## config.mk

```make
export PLATFORM = sky130hd
export DESIGN_NAME = display_resultado
export DESIGN_NICKNAME = d
export VERILOG_FILES = /design/src/rtl/display_resultado.sv
export SDC_FILE = /design/constraint.sdc
export NUM_CORES = 1
export LEC_CHECK = 0
export ABC_AREA = 0
export BUFFER_PORTS_ARGS = -buffer_cell sky130_fd_sc_hd__buf_2
export CORE_UTILIZATION = 55
export DETAILED_ROUTE_END_ITERATION = 8
export PLACE_DENSITY = 0.8
export SYNTH_ARGS = -nofsm -noshare
export SYNTH_HDL_FRONTEND = slang
export SYNTH_SLANG_ARGS = --single-unit
```

## constraint.sdc

```tcl
create_clock -name reloj -period 4.7 [get_ports reloj]
set_clock_uncertainty 0.15 [all_clocks]
set_input_delay 0 -clock reloj [delete_from_list [all_inputs] [get_ports reloj]]
set_output_delay 0 -clock reloj [all_outputs]
set_load 0.05 [all_outputs]
```

## src/rtl/display_resultado.sv

```systemverilog
// Double-dabble converter from the multiplier product to six active-low seven-segment displays.
// Define DISPLAY_SIGNED_EN to treat the product as two's complement with a sign on display 5.
`timescale 1ns/1ps
module display_resultado #(
    parameter bit SUPRIMIR_CEROS = 1'b1
) (
    input  logic        reloj,
    input  logic        reinicio,
    input  logic [15:0] resultado,
    input  logic        valido,
    output logic        ocupado,
    output logic        listo,
    output logic [6:0]  sieteSegmentos0,
    output logic [6:0]  sieteSegmentos1,
    output logic [6:0]  sieteSegmentos2,
    output logic [6:0]  sieteSegmentos3,
    output logic [6:0]  sieteSegmentos4,
    output logic [6:0]  sieteSegmentos5
);

    localparam int unsigned ANCHO_BIN = 16;
    localparam int unsigned DIGITOS   = 5;
    localparam int unsigned ANCHO_BCD = 4 * DIGITOS;
    localparam int unsigned ANCHO_CTA = 4;
    localparam logic [6:0] SEG_BLANCO = 7'b1111111;
    localparam logic [6:0] SEG_MENOS  = 7'b0111111;
    localparam logic [6:0] SEG_CERO   = 7'b1000000;

    typedef enum logic [1:0] {REPOSO, DESPLAZA, ACTUALIZA} estado_t;

    estado_t              estado, estadoSig;
    logic [ANCHO_BIN-1:0] binario, binarioSig, pendValor, pendValorSig, operando;
    logic [ANCHO_BCD-1:0] bcd, bcdSig, bcdAjustado;
    logic [ANCHO_CTA-1:0] cuenta, cuentaSig;
    logic                 pendiente, pendienteSig;
    logic                 cargar, actualizar, ocupadoSig, listoSig;
    logic                 negativo, ceroArriba;
    logic [DIGITOS-1:0]   blanco;
    logic [6:0]           segDigito [DIGITOS];

    function automatic logic [6:0] segmento(input logic [3:0] d);
        case (d)
            4'd0:    return 7'b1000000;
            4'd1:    return 7'b1111001;
            4'd2:    return 7'b0100100;
            4'd3:    return 7'b0110000;
            4'd4:    return 7'b0011001;
            4'd5:    return 7'b0010010;
            4'd6:    return 7'b0000010;
            4'd7:    return 7'b1111000;
            4'd8:    return 7'b0000000;
            4'd9:    return 7'b0010000;
            default: return SEG_BLANCO;
        endcase
    endfunction

    function automatic logic [ANCHO_BIN-1:0] magnitud(input logic [ANCHO_BIN-1:0] v);
`ifdef DISPLAY_SIGNED_EN
        return v[ANCHO_BIN-1] ? 16'(~v + 16'd1) : v;
`else
        return v;
`endif
    endfunction

    // Next-state and datapath: one shift-add-3 step per DESPLAZA cycle
    always_comb begin
        estadoSig    = estado;
        binarioSig   = binario;
        bcdSig       = bcd;
        cuentaSig    = cuenta;
        pendienteSig = pendiente;
        pendValorSig = pendValor;
        cargar       = 1'b0;
        actualizar   = 1'b0;
        listoSig     = 1'b0;
        operando     = resultado;
        bcdAjustado  = bcd;
        for (int i = 0; i < DIGITOS; i++) begin
            if (bcd[4*i +: 4] >= 4'd5)
                bcdAjustado[4*i +: 4] = bcd[4*i +: 4] + 4'd3;
        end

        case (estado)
            REPOSO: begin
                if (valido) cargar = 1'b1;
            end
            DESPLAZA: begin
                {bcdSig, binarioSig} = {bcdAjustado, binario} << 1;
                cuentaSig = cuenta + 4'd1;
                if (cuenta == 4'd15) estadoSig = ACTUALIZA;
                if (valido) begin
                    pendienteSig = 1'b1;
                    pendValorSig = resultado;
                end
            end
            ACTUALIZA: begin
                actualizar = 1'b1;
                listoSig   = 1'b1;
                if (valido) begin
                    cargar       = 1'b1;
                    pendienteSig = 1'b0;
                end else if (pendiente) begin
                    cargar       = 1'b1;
                    operando     = pendValor;
                    pendienteSig = 1'b0;
                end else begin
                    estadoSig = REPOSO;
                end
            end
            default: estadoSig = REPOSO;
        endcase

        if (cargar) begin
            binarioSig = magnitud(operando);
            bcdSig     = '0;
            cuentaSig  = '0;
            estadoSig  = DESPLAZA;
        end
        ocupadoSig = (estadoSig != REPOSO);
    end

    // Leading-zero blanking of digits 4..1; digit 0 always shown
    always_comb begin
        ceroArriba = 1'b1;
        blanco     = '0;
        for (int k = DIGITOS - 1; k >= 1; k--) begin
            ceroArriba = ceroArriba & (bcd[4*k +: 4] == 4'd0);
            blanco[k]  = SUPRIMIR_CEROS & ceroArriba;
        end
        for (int k = 0; k < DIGITOS; k++)
            segDigito[k] = blanco[k] ? SEG_BLANCO : segmento(bcd[4*k +: 4]);
    end

    always_ff @(posedge reloj or negedge reinicio) begin
        if (!reinicio) begin
            estado          <= REPOSO;
            binario         <= '0;
            bcd             <= '0;
            cuenta          <= '0;
            pendiente       <= 1'b0;
            pendValor       <= '0;
            ocupado         <= 1'b0;
            listo           <= 1'b0;
            sieteSegmentos0 <= SEG_CERO;
            sieteSegmentos1 <= SEG_BLANCO;
            sieteSegmentos2 <= SEG_BLANCO;
            sieteSegmentos3 <= SEG_BLANCO;
            sieteSegmentos4 <= SEG_BLANCO;
            sieteSegmentos5 <= SEG_BLANCO;
        end else begin
            estado    <= estadoSig;
            binario   <= binarioSig;
            bcd       <= bcdSig;
            cuenta    <= cuentaSig;
            pendiente <= pendienteSig;
            pendValor <= pendValorSig;
            ocupado   <= ocupadoSig;
            listo     <= listoSig;
            if (actualizar) begin
                sieteSegmentos0 <= segDigito[0];
                sieteSegmentos1 <= segDigito[1];
                sieteSegmentos2 <= segDigito[2];
                sieteSegmentos3 <= segDigito[3];
                sieteSegmentos4 <= segDigito[4];
                sieteSegmentos5 <= negativo ? SEG_MENOS : SEG_BLANCO;
            end
        end
    end

`ifdef DISPLAY_SIGNED_EN
    // Sign is latched with the operand so a later pending strobe cannot disturb it
    always_ff @(posedge reloj or negedge reinicio) begin
        if (!reinicio)   negativo <= 1'b0;
        else if (cargar) negativo <= operando[ANCHO_BIN-1];
    end
`else
    assign negativo = 1'b0;
`endif

endmodule

```

# --- After elaboration in Yosys (flattened, before gate mapping) ---
# Memories as Yosys holds them, arrays and structs flattened. A register that Yosys moved wholly into a read port is not among the register bits.
# Cells that the tools add are included.
op_classes:
  bitwise: 3
  muxes: 30
  reduce_logical: 11
  n_eq_ne: 4
  n_addsub: 6
  mul: 0
  n_shift: 0
  div_mod_pow: 0
  order_cmp: 5
ops:
  columns: ["operator", "count"]
  rows:
  - ["$mux 16", 5]
  - ["$mux 20", 2]
  - ["$mux 7", 4]
  - ["$mux 4", 6]
  - ["$ge 4x3->1 const B", 5]
  - ["$add 4x2->4 const B", 4]
  - ["$logic_not 4->1", 4]
  - ["$mux 2", 4]
  - ["$pmux 2 s3", 1]
  - ["$reduce_bool 2->1", 3]
  - ["$mux 1", 5]
  - ["$add 4x1->4 const B", 1]
  - ["$eq 4x4->1 const B", 1]
  - ["$pmux 1 s2", 2]
  - ["$reduce_and 2->1", 2]
  - ["$add 3x2->3 const B", 1]
  - ["$and 1x1->1", 3]
  - ["$mux 3", 1]
  - ["$eq 2x1->1 const B", 1]
  - ["$eq 2x2->1 const B", 1]
  - ["$logic_not 2->1", 1]
  - ["$ne 2x2->1 const B", 1]
  - ["$logic_not 1->1", 1]
word_totals:
  input_bits: 19
  ram_bits: 0
  romBits: 560
  mem_count: 5
  out_inout_bits: 44
  reg_bits: 89
  latchBits: 0
  wordCells: 76
mem_list:
  columns: ["name", "depth", "word_bits", "rd", "rd_ports_with_merged_regs", "write_ports", "line", "rtl"]
  rows:
  - ["(no name shown)", 16, 7, 1, 1, 0, "42", "case (d)"]
  - ["(no name shown)", 16, 7, 1, 0, 0, "42", null]
  - ["(no name shown)", 16, 7, 1, 0, 0, "42", null]
  - ["(no name shown)", 16, 7, 1, 0, 0, "42", null]
  - ["(no name shown)", 16, 7, 1, 0, 0, "42", null]

# --- Longest topological paths before layout ---
logic_depth:
  depth_word: 5
  mapped_depth: 7
  depth_no_buf: 6

# --- Least setup slack after synthesis ---
# OpenSTA, ideal clock, no wires.
synth_timing:
  path_kind: "reg-to-reg"
  from: "register bcd[16]"
  to: "register sieteSegmentos2[3]"
  arrival_ns: 1.599
  slack_ns: 2.872
  stages_incl_launch_ff: 7
  n_path_buf: 1
  required_ns: 4.470
  synth_period_minus_slack_ns: 1.828
  setup_ns: 0.080
  cell_sequence: "dfrtp_1 > inv_1 > ha_1 > buf_2 > and4b_1 > a311o_1 > o22a_1"
synth_between:
  elab_chain_len: 4
synth_rtl:
  columns: ["element", "line", "rtl"]
  rows:
  - ["start: declaration", "33", "logic [ANCHO_BCD-1:0] bcd, bcdSig, bcdAjustado;"]
  - ["start signal: assignment", "153", "bcd <= bcdSig;"]
  - ["$logic_not 4->1", "127", "ceroArriba = ceroArriba & (bcd[4*k +: 4] == 4'd0);"]
  - ["$and 1x1->1 (2 in a row)", "127", null]
  - ["$mux 7", "131", "segDigito[k] = blanco[k] ? SEG_BLANCO : segmento(bcd[4*k +: 4]);"]
  - ["end signal: assignment", "162", "sieteSegmentos2 <= segDigito[2];"]
  - ["end: declaration", "15", "output logic [6:0] sieteSegmentos2,"]
# Every way passes these cells.
# A chain may end at the register's enable or synchronous reset.

# --- Worst setup path after layout ---
layout_timing:
  from: "register estado[0]"
  to: "register bcd[17]"
layout_between:
  elab_chain_len: 3
  elab_cells_between_ends: 6
  cone_classes: "eq/ne: 2; mux: 2; reduce/logical: 2"
layout_rtl:
  columns: ["element", "line", "rtl"]
  rows:
  - ["start: declaration", "31", "estado_t estado, estadoSig;"]
  - ["start signal: assignment", "151", "estado <= estadoSig;"]
  - ["$eq 2x2->1 or $logic_not 2->1 (tied branches)", "83", "case (estado)"]
  - ["$pmux 1 s2", "83", null]
  - ["$mux 20 or $reduce_bool 2->1 (tied branches)", null, null]
# Parallel ways exist; a longest one is shown, timed or not.

==> results by stage <==
Hold path:
- The min-delay analysis places its worst path in the category in2async.

Power and ir drop:
- Dividing total power by cell area gives a power density of 716 nW/um^2.
- The internal power contribution is 2.16 mW.
- In this run, the clock network consumes 12.8% of the power.
- The power share of the sequential group is 38.6%.
- The combinational fraction of design power is 48.6%.
- The leakage power total is 2.56 nW.
- The worst-case IR drop observed on VDD is 314 uV.
- Net switching is 47.4% of the power.
- Summed over all nets, the switching power comes to 1.94 mW.

Route:
- After detailed routing, the number of remaining DRC violations is 5.
- In the final routing, the length of wire on met1 measures 4910 um.
- Signal routing reaches up to met4.
- After detailed routing, the met3 layer carries ~420 um of wire.
- Across all layers, the routed design uses 3973 vias.
- The violation count after the first detailed-routing iteration is 240.
- The detailed-routing iteration count for the pre-antenna-repair pass is 9.
- The wire length on met2 is about 5000 um.
- After detailed routing, the number of vias per cell comes to 5.87.
- The average detailed-routed wire length per instance is 15.5 um.
- The sum of routed wire length over all layers is between 10000 and 15000 um.
- The residual antenna-violating net count after detailed routing is 0.

STA:
- The final worst hold slack is 0.178 ns.
- The hold violation count in the final report is 0.
- The worst path meets setup with 1.87 ns of slack.
- The minimum clock period after layout is 2.83 ns.
- The setup TNS is 0 ns.
- For the pin with the worst max-slew slack, the measured transition is 0.926 ns.
- The final count of pins violating max slew is 0.
- Headroom to the max-slew limit came out at 38.3%.
- The highest clock frequency the design can meet is 354 MHz.
- Setup repair after global routing left no endpoint under its margin.
- The setup violation total in the final timing report is 0.
- The post-route clock period utilization is between 60% and 70%.

Synthesis:
- The fraction of post-synthesis cell area in the top cell type by area is 32.9%.
- The flop and latch count out of synthesis is 96.
- The main flop type after synthesis is dfrtp_1.
- The synthesized netlist occupies a cell area of 5100 sq um.
- The post-synthesis average cell area is 10.0 sq um.
- The synthesized instance count is 510.
- The number of enable flip-flop cells after synthesis is 0.
- dfrtp_1 is the most common cell in the netlist.
- After synthesis, the share of flip-flops with an asynchronous set or reset is 100%.
- Yosys printed 0 warnings.
- In the post-synthesis netlist, the biggest area contributors are dfrtp_1 33%, dfstp_2 15%, ha_1 7.1%, a22oi_1 4.3%, a21oi_1 3.3%.
- The biggest area contributor in the post-synthesis netlist is dfrtp_1.
- The synthesized netlist contains 50 unique library cells.
- By count the netlist is led by 67 x dfrtp_1, 41 x nand2_1, 36 x nor2_1.
- The share of the Yosys chip area taken by registers is between 40 and 50%.

Place:
- At the placement stage, the worst setup path has a slack of between 1.5 and 2 ns.
- The placed instances occupy a cell area of 5340 sq um.
- Detailed placement ended at an HPWL of 6860 um.
- The global placement routability congestion is 0.869.
- Input and output buffers added on the ports amount to 55.

Clock tree:
- The maximum count of clock buffers along a single path is 2.
- The number of buffers created by CTS is 9.
- The total of cells resized after clock tree synthesis is 0.
- The number of clock sinks is 96.
- The clock tree synthesis step divided the H-tree into 3 levels.
- The clock latency on the worst-skew pair is 0.37 ns.
- The clock tree from TritonCTS is done.
- The cell sitting at the root of the clock tree is a clkbuf_8.
- The CTS clock-pin slew for the worst setup and hold paths is roughly 0.11 ns.

Die:
- The chip width is 98.3 um.
- Once the floorplan was initialized, standard cells occupied 57.6% of the core.
- The overall die area is slightly below 10000 sq um.
- The number of placement rows is 34.
- In this run the vertical extent of the chip is just under 100 um.
- The number of I/O pins is 63.
- The core region is 8850 sq um.

Worst setup path:
- The arrival time at the worst endpoint is approximately 3 ns.
- The largest driver fanout on the critical path is 26.
- STA classifies the critical path endpoint as a register.
- The worst setup path is launched from a register.
- The critical setup path kind is reg2reg.
- For the worst setup path, the data required time is 4.82 ns.

GRT:
- The pin count of the biggest net entering global routing is 57.
- The via count of the first global-routing pass came to 3867.
- The remaining global-route overflow is 0.
- The initial antenna violation count is 0.
- The overall global routing resource usage is 23.7%.
- The first global-routing pass estimated between 15000 and 20000 um of wire.

Finish:
- The ratio of cells with drive above 1 in the final layout is between 20 and 25%.
- Once layout is done, the placed cells without fillers occupy 5720 sq um.
- The core utilization of the finished layout is 64.6%.
- 0 antenna diodes ended up in the layout.
- The area growth from synthesis to layout is 12.1%.
- For this run, the post-layout net count is ~610.

Status:
- The checks that failed: DRC.
- The flow ran to the end, but the final reports show violations.

Flow run:
- The number of max-cap violations is 0.
## path summary, 6_finish.rpt
path / start / to / slack, ns / cells past startpoint
hold reg to reg: sieteSegmentos0[6] / sieteSegmentos0[6] / 0.33 / 2
setup reg to reg: estado[0] / bcd[17] / 1.87 / 4
min in group reloj: resultado[11] / pendValor[11] / 0.24 / 3
max in group asynchronous: reinicio / bcd[17] / 3.02 / 3
setup / recovery: estado[0] / bcd[17] / 1.87 / 4
hold / removal: reinicio / sieteSegmentos1[2] / 0.18 / 2
## critical path, stage by stage, from the launching register on
cell	delay, ns
dfrtp_1	0.65
nand2b_1	0.68
o21a_1	0.84
inv_2	0.20
o22ai_1	0.21
## power by group through the flow
stage	combinational, mW	clock, mW	sequential, mW
2_1_floorplan	1.40	0	1.76
3_3_place_gp	1.90	0	1.56
3_5_place_dp	1.97	0	1.59
4_1_cts	1.99	0.541	1.57
5_1_grt	2.20	0.575	1.64
6_report	1.99	0.525	1.58
## area by class of cell
class,count,area (sq um)
clock inverters,7,61.3
flip-flops and latches,96,2440
inverters,24,90.1
clock buffers,9,124
well taps,108,135
multi-input cells,356,2380
repair buffers,77,490
fillers,704,3130
## what timing repair did
action,in CTS,in global routing
endpoints found under the hold margin,72,0
endpoints found under the setup margin,0,0
hold buffers,19,0
buffers inserted,0,0
## state kept, by name, summed over array words and instances, names as in the netlist
signal,cells
cuenta,4
binario,16
pendiente,1
estado,2
sieteSegmentos2,7
pendValor,16
bcd,20
ocupado,1
sieteSegmentos0,7
listo,1
sieteSegmentos3,7
sieteSegmentos4,7
sieteSegmentos1,7
## cell usage in the layout (no fill, tap or decap), types with 3 or more instances in the layout
cell	synthesis	layout
a31oi_1	7	7
dlygate4sd3_1	0	19
o211ai_1	3	3
dfstp_2	29	29
buf_2	11	54
o311ai_1	4	4
nor3b_1	6	6
o21ai_0	21	21
o31ai_1	10	10
ha_1	29	29
clkbuf_8	0	9
nand3_1	10	10
o22ai_1	10	10
inv_2	4	4
xnor2_1	6	6
conb_1	1	7
nand2_1	41	41
nor2b_1	5	4
nand2b_1	11	11
buf_4	13	4
a21oi_1	34	34
mux2i_1	7	7
o21ai_1	21	21
mux2_1	15	15
nor2_1	36	36
a22oi_1	29	29
a211oi_1	4	4
o22a_1	11	11
nand4_1	3	3
inv_1	20	20
dfrtp_1	67	67
## stage by stage
step	total power, mW	std cells
after floorplan	3.16	516
after global placement	3.46	642
after detailed placement	3.56	642
after CTS	4.11	677
after global routing	4.42	677
final	4.10	677
## routing by layer
metal  global-route usage [%]  vias up
li1                         -     1916
met1                     32.2     1934
met2                     38.9      109
met3                     4.51       14
met4                     7.23        0
met5                        0        -
## cell families after synthesis
family | after synthesis | share of synthesized area [%]
AOI/OAI and AO/OA | 164 | 20.6
and+or+nand+nor | 124 | 11.9
DFF | 96 | 47.8
buffers and inverters | 64 | 6.08
adders and majority gates | 29 | 7.11
muxes | 24 | 5.13
xor gates and xnor gates | 8 | 1.37
other | 1 | 0.0735
No activity file was read; power rests on OpenSTA's default activity.
